File: src/rtl/vga_timing_pkg.sv
// Timing sets and decode helpers shared by the raster timing generator.
package vga_timing_pkg;

  localparam int SVGA_H_ACTIVE = 800;
  localparam int SVGA_H_FP     = 40;
  localparam int SVGA_H_SYNC   = 128;
  localparam int SVGA_H_BP     = 88;
  localparam int SVGA_V_ACTIVE = 600;
  localparam int SVGA_V_FP     = 1;
  localparam int SVGA_V_SYNC   = 4;
  localparam int SVGA_V_BP     = 23;

  localparam int VGA_H_ACTIVE  = 640;
  localparam int VGA_H_FP      = 16;
  localparam int VGA_H_SYNC    = 96;
  localparam int VGA_H_BP      = 48;
  localparam int VGA_V_ACTIVE  = 480;
  localparam int VGA_V_FP      = 10;
  localparam int VGA_V_SYNC    = 2;
  localparam int VGA_V_BP      = 33;

  function automatic int h_total(input int act, input int fp, input int sync, input int bp);
    return act + fp + sync + bp;
  endfunction

  function automatic int v_total(input int act, input int fp, input int sync, input int bp);
    return act + fp + sync + bp;
  endfunction

  // Half-open span test [lo, hi); an empty span (lo >= hi) never matches.
  function automatic logic in_span(input int cnt, input int lo, input int hi);
    return (cnt >= lo) && (cnt < hi);
  endfunction

  function automatic logic sync_level(input logic on, input logic pol);
    return on ? pol : ~pol;
  endfunction

endpackage

File: src/rtl/vga_wrap_cnt.sv
// Enabled modulo-(MAX+1) counter; wrap flags the enabled step that returns to 0.
module vga_wrap_cnt #(
  parameter int CW  = 11,
  parameter int MAX = 1055
) (
  input  logic          clk,
  input  logic          w_rst,
  input  logic          ce,
  output logic [CW-1:0] cnt,
  output logic          wrap
);

  localparam logic [CW-1:0] LAST = CW'(MAX);

  assign wrap = ce && (cnt == LAST);

  always_ff @(posedge clk) begin
    if (w_rst)   cnt <= '0;
    else if (ce) cnt <= wrap ? '0 : cnt + CW'(1);
  end

endmodule

File: src/rtl/vga_timing_gen.sv
// Parametrised raster timing generator with registered decode outputs.
// Optional VGA_TIMING_FRAME_CNT_EN adds a 16-bit frame counter port.
module vga_timing_gen
  import vga_timing_pkg::*;
#(
  parameter int CW        = 11,
  parameter int H_ACTIVE  = SVGA_H_ACTIVE,
  parameter int H_FP      = SVGA_H_FP,
  parameter int H_SYNC    = SVGA_H_SYNC,
  parameter int H_BP      = SVGA_H_BP,
  parameter int V_ACTIVE  = SVGA_V_ACTIVE,
  parameter int V_FP      = SVGA_V_FP,
  parameter int V_SYNC    = SVGA_V_SYNC,
  parameter int V_BP      = SVGA_V_BP,
  parameter bit HS_POL    = 1'b1,
  parameter bit VS_POL    = 1'b1,
  parameter int WIN_Y_STA = 60,
  parameter int WIN_Y_END = 540
) (
  input  logic          clk,
  input  logic          w_rst,
  input  logic          ce,
  output logic [CW-1:0] pos_x,
  output logic [CW-1:0] pos_y,
  output logic          hsync,
  output logic          vsync,
  output logic          active,
  output logic          window,
  output logic          line_start,
  output logic          frame_start
`ifdef VGA_TIMING_FRAME_CNT_EN
  ,
  output logic [15:0]   frame_cnt
`endif
);

  localparam int H_TOTAL = h_total(H_ACTIVE, H_FP, H_SYNC, H_BP);
  localparam int V_TOTAL = v_total(V_ACTIVE, V_FP, V_SYNC, V_BP);

  logic [CW-1:0] hcnt, vcnt;
  logic          h_wrap, v_wrap;
  logic          origin;

  vga_wrap_cnt #(.CW(CW), .MAX(H_TOTAL-1)) u_hcnt (
    .clk(clk), .w_rst(w_rst), .ce(ce), .cnt(hcnt), .wrap(h_wrap)
  );

  vga_wrap_cnt #(.CW(CW), .MAX(V_TOTAL-1)) u_vcnt (
    .clk(clk), .w_rst(w_rst), .ce(h_wrap), .cnt(vcnt), .wrap(v_wrap)
  );

  // origin marks that the counters currently sit at (0,0).
  always_ff @(posedge clk) begin
    if (w_rst)   origin <= 1'b1;
    else if (ce) origin <= v_wrap;
  end

  logic h_act, v_act, act, hs_on, vs_on, win_on;

  always_comb begin
    h_act  = int'(hcnt) < H_ACTIVE;
    v_act  = int'(vcnt) < V_ACTIVE;
    act    = h_act && v_act;
    hs_on  = in_span(int'(hcnt), H_ACTIVE + H_FP, H_ACTIVE + H_FP + H_SYNC);
    vs_on  = in_span(int'(vcnt), V_ACTIVE + V_FP, V_ACTIVE + V_FP + V_SYNC);
    win_on = act && in_span(int'(vcnt), WIN_Y_STA, WIN_Y_END);
  end

  always_ff @(posedge clk) begin
    if (w_rst) begin
      pos_x       <= '0;
      pos_y       <= '0;
      hsync       <= ~HS_POL;
      vsync       <= ~VS_POL;
      active      <= 1'b0;
      window      <= 1'b0;
      line_start  <= 1'b0;
      frame_start <= 1'b0;
    end else if (ce) begin
      pos_x       <= act ? hcnt : '0;
      pos_y       <= act ? vcnt : '0;
      hsync       <= sync_level(hs_on, HS_POL);
      vsync       <= sync_level(vs_on, VS_POL);
      active      <= act;
      window      <= win_on;
      line_start  <= (hcnt == '0);
      frame_start <= origin;
    end else begin
      line_start  <= 1'b0;
      frame_start <= 1'b0;
    end
  end

`ifdef VGA_TIMING_FRAME_CNT_EN
  // The first frame after reset is frame 0, so skip the first origin.
  logic seen_frame;

  always_ff @(posedge clk) begin
    if (w_rst) begin
      frame_cnt  <= '0;
      seen_frame <= 1'b0;
    end else if (ce && origin) begin
      seen_frame <= 1'b1;
      if (seen_frame) frame_cnt <= frame_cnt + 16'd1;
    end
  end
`endif

endmodule

File: config.mk
export PLATFORM = sky130hd
export DESIGN_NAME = vga_timing_gen
export DESIGN_NICKNAME = d
export VERILOG_FILES = /design/src/rtl/vga_timing_pkg.sv /design/src/rtl/vga_wrap_cnt.sv /design/src/rtl/vga_timing_gen.sv
export SDC_FILE = /design/constraint.sdc
export NUM_CORES = 1
export LEC_CHECK = 0
export BUFFER_PORTS_ARGS = -buffer_cell sky130_fd_sc_hd__buf_2
export CAP_MARGIN = 5
export CORE_MARGIN = 2
export CORE_UTILIZATION = 58
export DETAILED_ROUTE_END_ITERATION = 10
export PLACE_DENSITY_LB_ADDON = 0.1
export SLEW_MARGIN = 0
export SYNTH_ARGS = -nofsm -noshare
export SYNTH_HDL_FRONTEND = slang
export SYNTH_SLANG_ARGS = --single-unit
export TNS_END_PERCENT = 5
File: constraint.sdc
create_clock -name clk -period 4 [get_ports clk]
set_clock_uncertainty 0.15 [all_clocks]
set_input_delay 0.8 -clock clk [delete_from_list [all_inputs] [get_ports clk]]
set_output_delay 0.8 -clock clk [all_outputs]
set_load 0.02 [all_outputs]
======== Word-level counts from Yosys, hierarchy flattened ========
Cells that the tools add are included.
operators by class
  mux-type cells .......................... 6
  bitwise gates (word level) .............. 1
  magnitude comparators ................... 8
  add/sub/neg operators ................... 2
  equal/unequal tests ..................... 2
  reduce and logical (&&, ||, !) cells .... 9
operators by type and width
  kind                   number
  $lt 11x10->1 const B   5
  $mux 11                4
  $add 11x1->11 const B  2
  $ge 11x10->1 const B   2
  $eq 11x10->1 const B   1
  $eq 11x11->1 const B   1
  $ge 11x6->1 const B    1
  $logic_not 11->1       1
  $logic_and 1x1->1      7
  $mux 1                 2
  $reduce_or 2->1        1
  $not 1->1              1
storage, ports and cells
  bits in registers ....................... 51
  word-level logic and storage cells ...... 39
  input bits .............................. 3
  output and inout port bits .............. 28

======== Logic depth before layout (Yosys ltp) ========
  depth after elaboration ................. 4
  gate-level depth with buffers ........... 7
  mapped depth without buffers ............ 5

======== Hierarchy ========
Synthesis repeated with hierarchy kept, for this count alone.
second synthesis, totals
  cells, all modules ...................... 212
  area, all modules ....................... 2,147.1 um^2
modules (own cells, without submodules)
  module                  cells an instance  times used  area each (um^2)  seq. area each (um^2)
  vga_timing_gen          92                 1           1,057.3           580.6
  vga_wrap_cnt at u_hcnt  60                 1           546.8             220.2
  vga_wrap_cnt at u_vcnt  60                 1           543.0             220.2

======== Least setup slack after synthesis ========
OpenSTA, ideal clock, no wires.
  kind .................................... input -> register
  from .................................... input port ce
  to ...................................... register u_vcnt.cnt[1]
  buffers on the path ..................... 3
  setup slack ............................. 1,762 ps
  stages .................................. 7
  data required time ...................... 3,780 ps
  setup time .............................. 70 ps
  arrival time ............................ 2,018 ps
  cells stage by stage .................... buf_4 and4_1 buf_2 nand4_2 buf_2 or3_1 a21oi_1
between the ends
  word-level cells in the longest chain between the ends .. 3
ends and longest elaborated chain
  what                  line                  RTL
  from (decl)           vga_timing_gen.sv:22  input logic ce,
  $logic_and 1x1->1 *   vga_wrap_cnt.sv:15    assign wrap = ce && (cnt == LAST);
  $logic_and 1x1->1     vga_wrap_cnt.sv:15
  $mux 11               vga_wrap_cnt.sv:19    else if (ce) cnt <= wrap ? '0 : cnt + CW'(1);
  to (signal assigned)  vga_wrap_cnt.sv:19
  to (decl)             vga_wrap_cnt.sv:9     output logic [CW-1:0] cnt,
Mark *: on every way between the ends. The rest lies on a longest branch, timed or not.
A chain may end at the register's enable or synchronous reset.

==> results by group <==
Run status
  • Status: completed

Floorplanning
  • Die Wd: between 60 and 70 um
  • # IOs: 31
  • Rows: 22
  • DIE HEIGHT: approximately 65 um
  • Core area: 3610 um^2
  • Die Area: around 4200 um^2
  • Starting Density: 0.590

Power
  • Total power: roughly 900 uW
  • Peak supply drop: ~0.22 mV
  • Clock Power Share: 0.384
  • PD cells: about 380 nW/um^2
  • P_int: slightly above 700 uW
  • Logic pwr share: 0.036
  • Register share of total power: 0.580
  • Leak pwr: a little under 0.001 uW
  • Switching share of power: 0.207
  • Psw: 184 uW

Placement
  • Post-detail-place hpwl: around 3.2 mm
  • Pre-CTS setup slack: ~1200 ps
  • Buffers on Ports: 30
  • Routability Congestion: approximately 0.84
  • Placed cells: around 280

Clock network
  • Worst skew pair latency: ~300 ps
  • Worst-path clk slew: ~90 ps
  • Post-cts sizing count: 0
  • # H-tree levels: 2
  • CTS Hold Bufs: 0
  • Post-CTS Setup Repair Bufs: 0
  • CTS tree: done
  • # clock sinks: between 50 and 60
  • Clock root cell: clkbuf_8
  • Max clock buf depth: 2
  • CTS Buf Count: 5

Drt
  • DRT iter0 DRCs: between 100 and 150
  • Drt drc: 0
  • Detailed-route wire length: approximately 4.5 mm
  • Antenna-violating nets left: 0
  • First-pass detailed-route iteration total: 4
  • Total number of vias: ~1700
  • Via-to-Cell Ratio: 5.98
  • Wire length per cell: about 16 um

Yosys
  • Post-synth cell types: 37
  • Synth top area share: 0.480
  • Synthesized instance count: 219
  • Number of flops mapped to enable cells by yosys: 0
  • Ys async rst share: 0
  • Synthesized area per cell: 9.71 um^2
  • Synth Cell Area: around 2100 um^2
  • Register area share after synthesis: 0.480
  • Synth top cells by count: dfxtp_1 (51), a22o_1 (21), a21oi_1 (13), nor2_1 (13), nand2_1 (12)
  • Number of synthesized register bits: 51
  • Top post-synthesis cells by area: dfxtp_1 (48%), a22o_1 (8.6%), a21oi_1 (3.1%)
  • Top_reg_cell synth: dfxtp_1
  • Most common cell in the netlist: dfxtp_1
  • Post-Syn Nets: about 230
  • Syn. warnings: 0
  • Largest area contributor in the netlist: dfxtp_1

Timing
  • Worst slew pin tran: just over 800 ps
  • Slew Limit Fails: 0
  • Part of the cycle the worst path needs: 0.632
  • Final-report hold violation count: 0
  • RSZ-0062 raised after global routing: no
  • WHS: 283 ps
  • # setup viols final: 0
  • Slew HR: 0.451
  • Setup WS post-layout: roughly 1500 ps
  • Post-layout min period: between 2000 and 3000 ps
  • FMAX: between 300 and 400 MHz
  • Final setup TNS: 0 ps

Setup path
  • Worst Setup Start Kind: input port
  • Crit-path leading delay family: simple AND/OR/NAND/NOR gates
  • Crit-path max FO: 22
  • Buf+Inv Stages, Crit Path: 1
  • Arrival @ worst endpoint: 2620 ps
  • Max incr delay on CP: a little over 800 ps
  • Max stage delay cell, worst path: and4b_1
  • Worst setup EP type: flip-flop
  • Critical path class: in -> reg
  • Cell-by-cell listing of the critical path: buf_2, nand2b_1, a211oi_1, and4b_1, a22o_1
  • Required @ worst endpoint: between 4000 and 5000 ps

Global route
  • Grt ovf: 0
  • First-pass GRT wire length: 7.58 mm
  • Via count of the first global-routing pass: between 1500 and 2000
  • Initial antenna violation count: 0
  • Pin count of the biggest net entering global routing: 23
  • Gr usage total: 0.234

Finish
  • Layout Nets: around 250
  • Ratio of cells with drive above 1 in the final layout: 0.163
  • Post-Layout Cell Count: 288
  • Layout Area Growth over Synthesis: 10.8%
  • # diodes: 0

Run
  • Max-Cap Viols: 0

Hold path
  • Hold Path Class: reg -> reg
-- sequential cells by signal, indices dropped and copies added, names as in the netlist, 11 cells and up --
register / flops
pos_x: 11
pos_y: 11
u_hcnt.cnt: 11
u_vcnt.cnt: 11
-- worst reg2reg max path: cells and delay by family (launching register included) --
kind	cells	cell delay [ps]
AOI/OAI and AO/OA	3	960
and+or+nand+nor	1	810
DFF	1	400
-- per-stage QoR --
stage	util	area, um^2
after detailed placement	0.625	2250
after floorplan	-	2130
after CTS	0.654	2360
final	0.654	2360
after global placement	0.625	2250
after global routing	0.654	2360
-- area by class of cell --
class / instances / area (um^2)
multi-input combinational: 145 / 993
tap: 48 / 60.1
clock inverter: 1 / 30.0
sequential: 51 / 1020
fill: 311 / 1250
inverter: 6 / 22.5
clock buffer: 6 / 72.6
timing repair buffer: 31 / 158
-- worst paths after layout --
check	slack (ps)	cells after the start	endpoint	startpoint
worst max register to register	1610	4	pos_y[6]	u_vcnt.cnt[6]
worst min-delay path	280	2	frame_start	origin
worst min register to register	280	2	frame_start	origin
worst max-delay path	1470	5	pos_y[6]	w_rst
-- placed cells by master, fill, tap and decap left out, drive strengths merged, types with 5 or more instances in the layout --
cell type,synthesis,layout
o31ai,6,6
nand2,12,12
nand3,9,9
buf,10,31
xnor2,7,7
inv,6,6
dfxtp,51,51
xor2,5,5
or4,5,5
o21ai,6,6
a22o,21,21
a21oi,13,13
clkbuf,7,6
nand4,7,7
nor2,13,13
-- cell families after synthesis --
logic type | synth area share
adders and majority gates | 0.0235
xor gates and xnor gates | 0.0494
and+or+nand+nor | 0.219
DFF | 0.480
AOI/OAI and AO/OA | 0.175
buffers and inverters | 0.0529
-- power groups by stage --
| stage | logic, uW | registers [uW] | clock network, uW |
|---|---|---|---|
| after floorplan | 21.4 | 531 | 0 |
| after global placement | 31.2 | 528 | 0 |
| after detailed placement | 32.1 | 528 | 0 |
| after CTS | 32.2 | 516 | 345 |
| after global routing | 35.5 | 517 | 366 |
| final | 32.2 | 516 | 341 |
-- metal layers --
metal / global-route usage / share of wire
met1: 0.299 / 0.44
met2: 0.389 / 0.51
met3: 0.0469 / 0.035
met4: 0.0931 / 0.011
met5: 0 / 0
No activity file was read; power rests on OpenSTA's default activity.
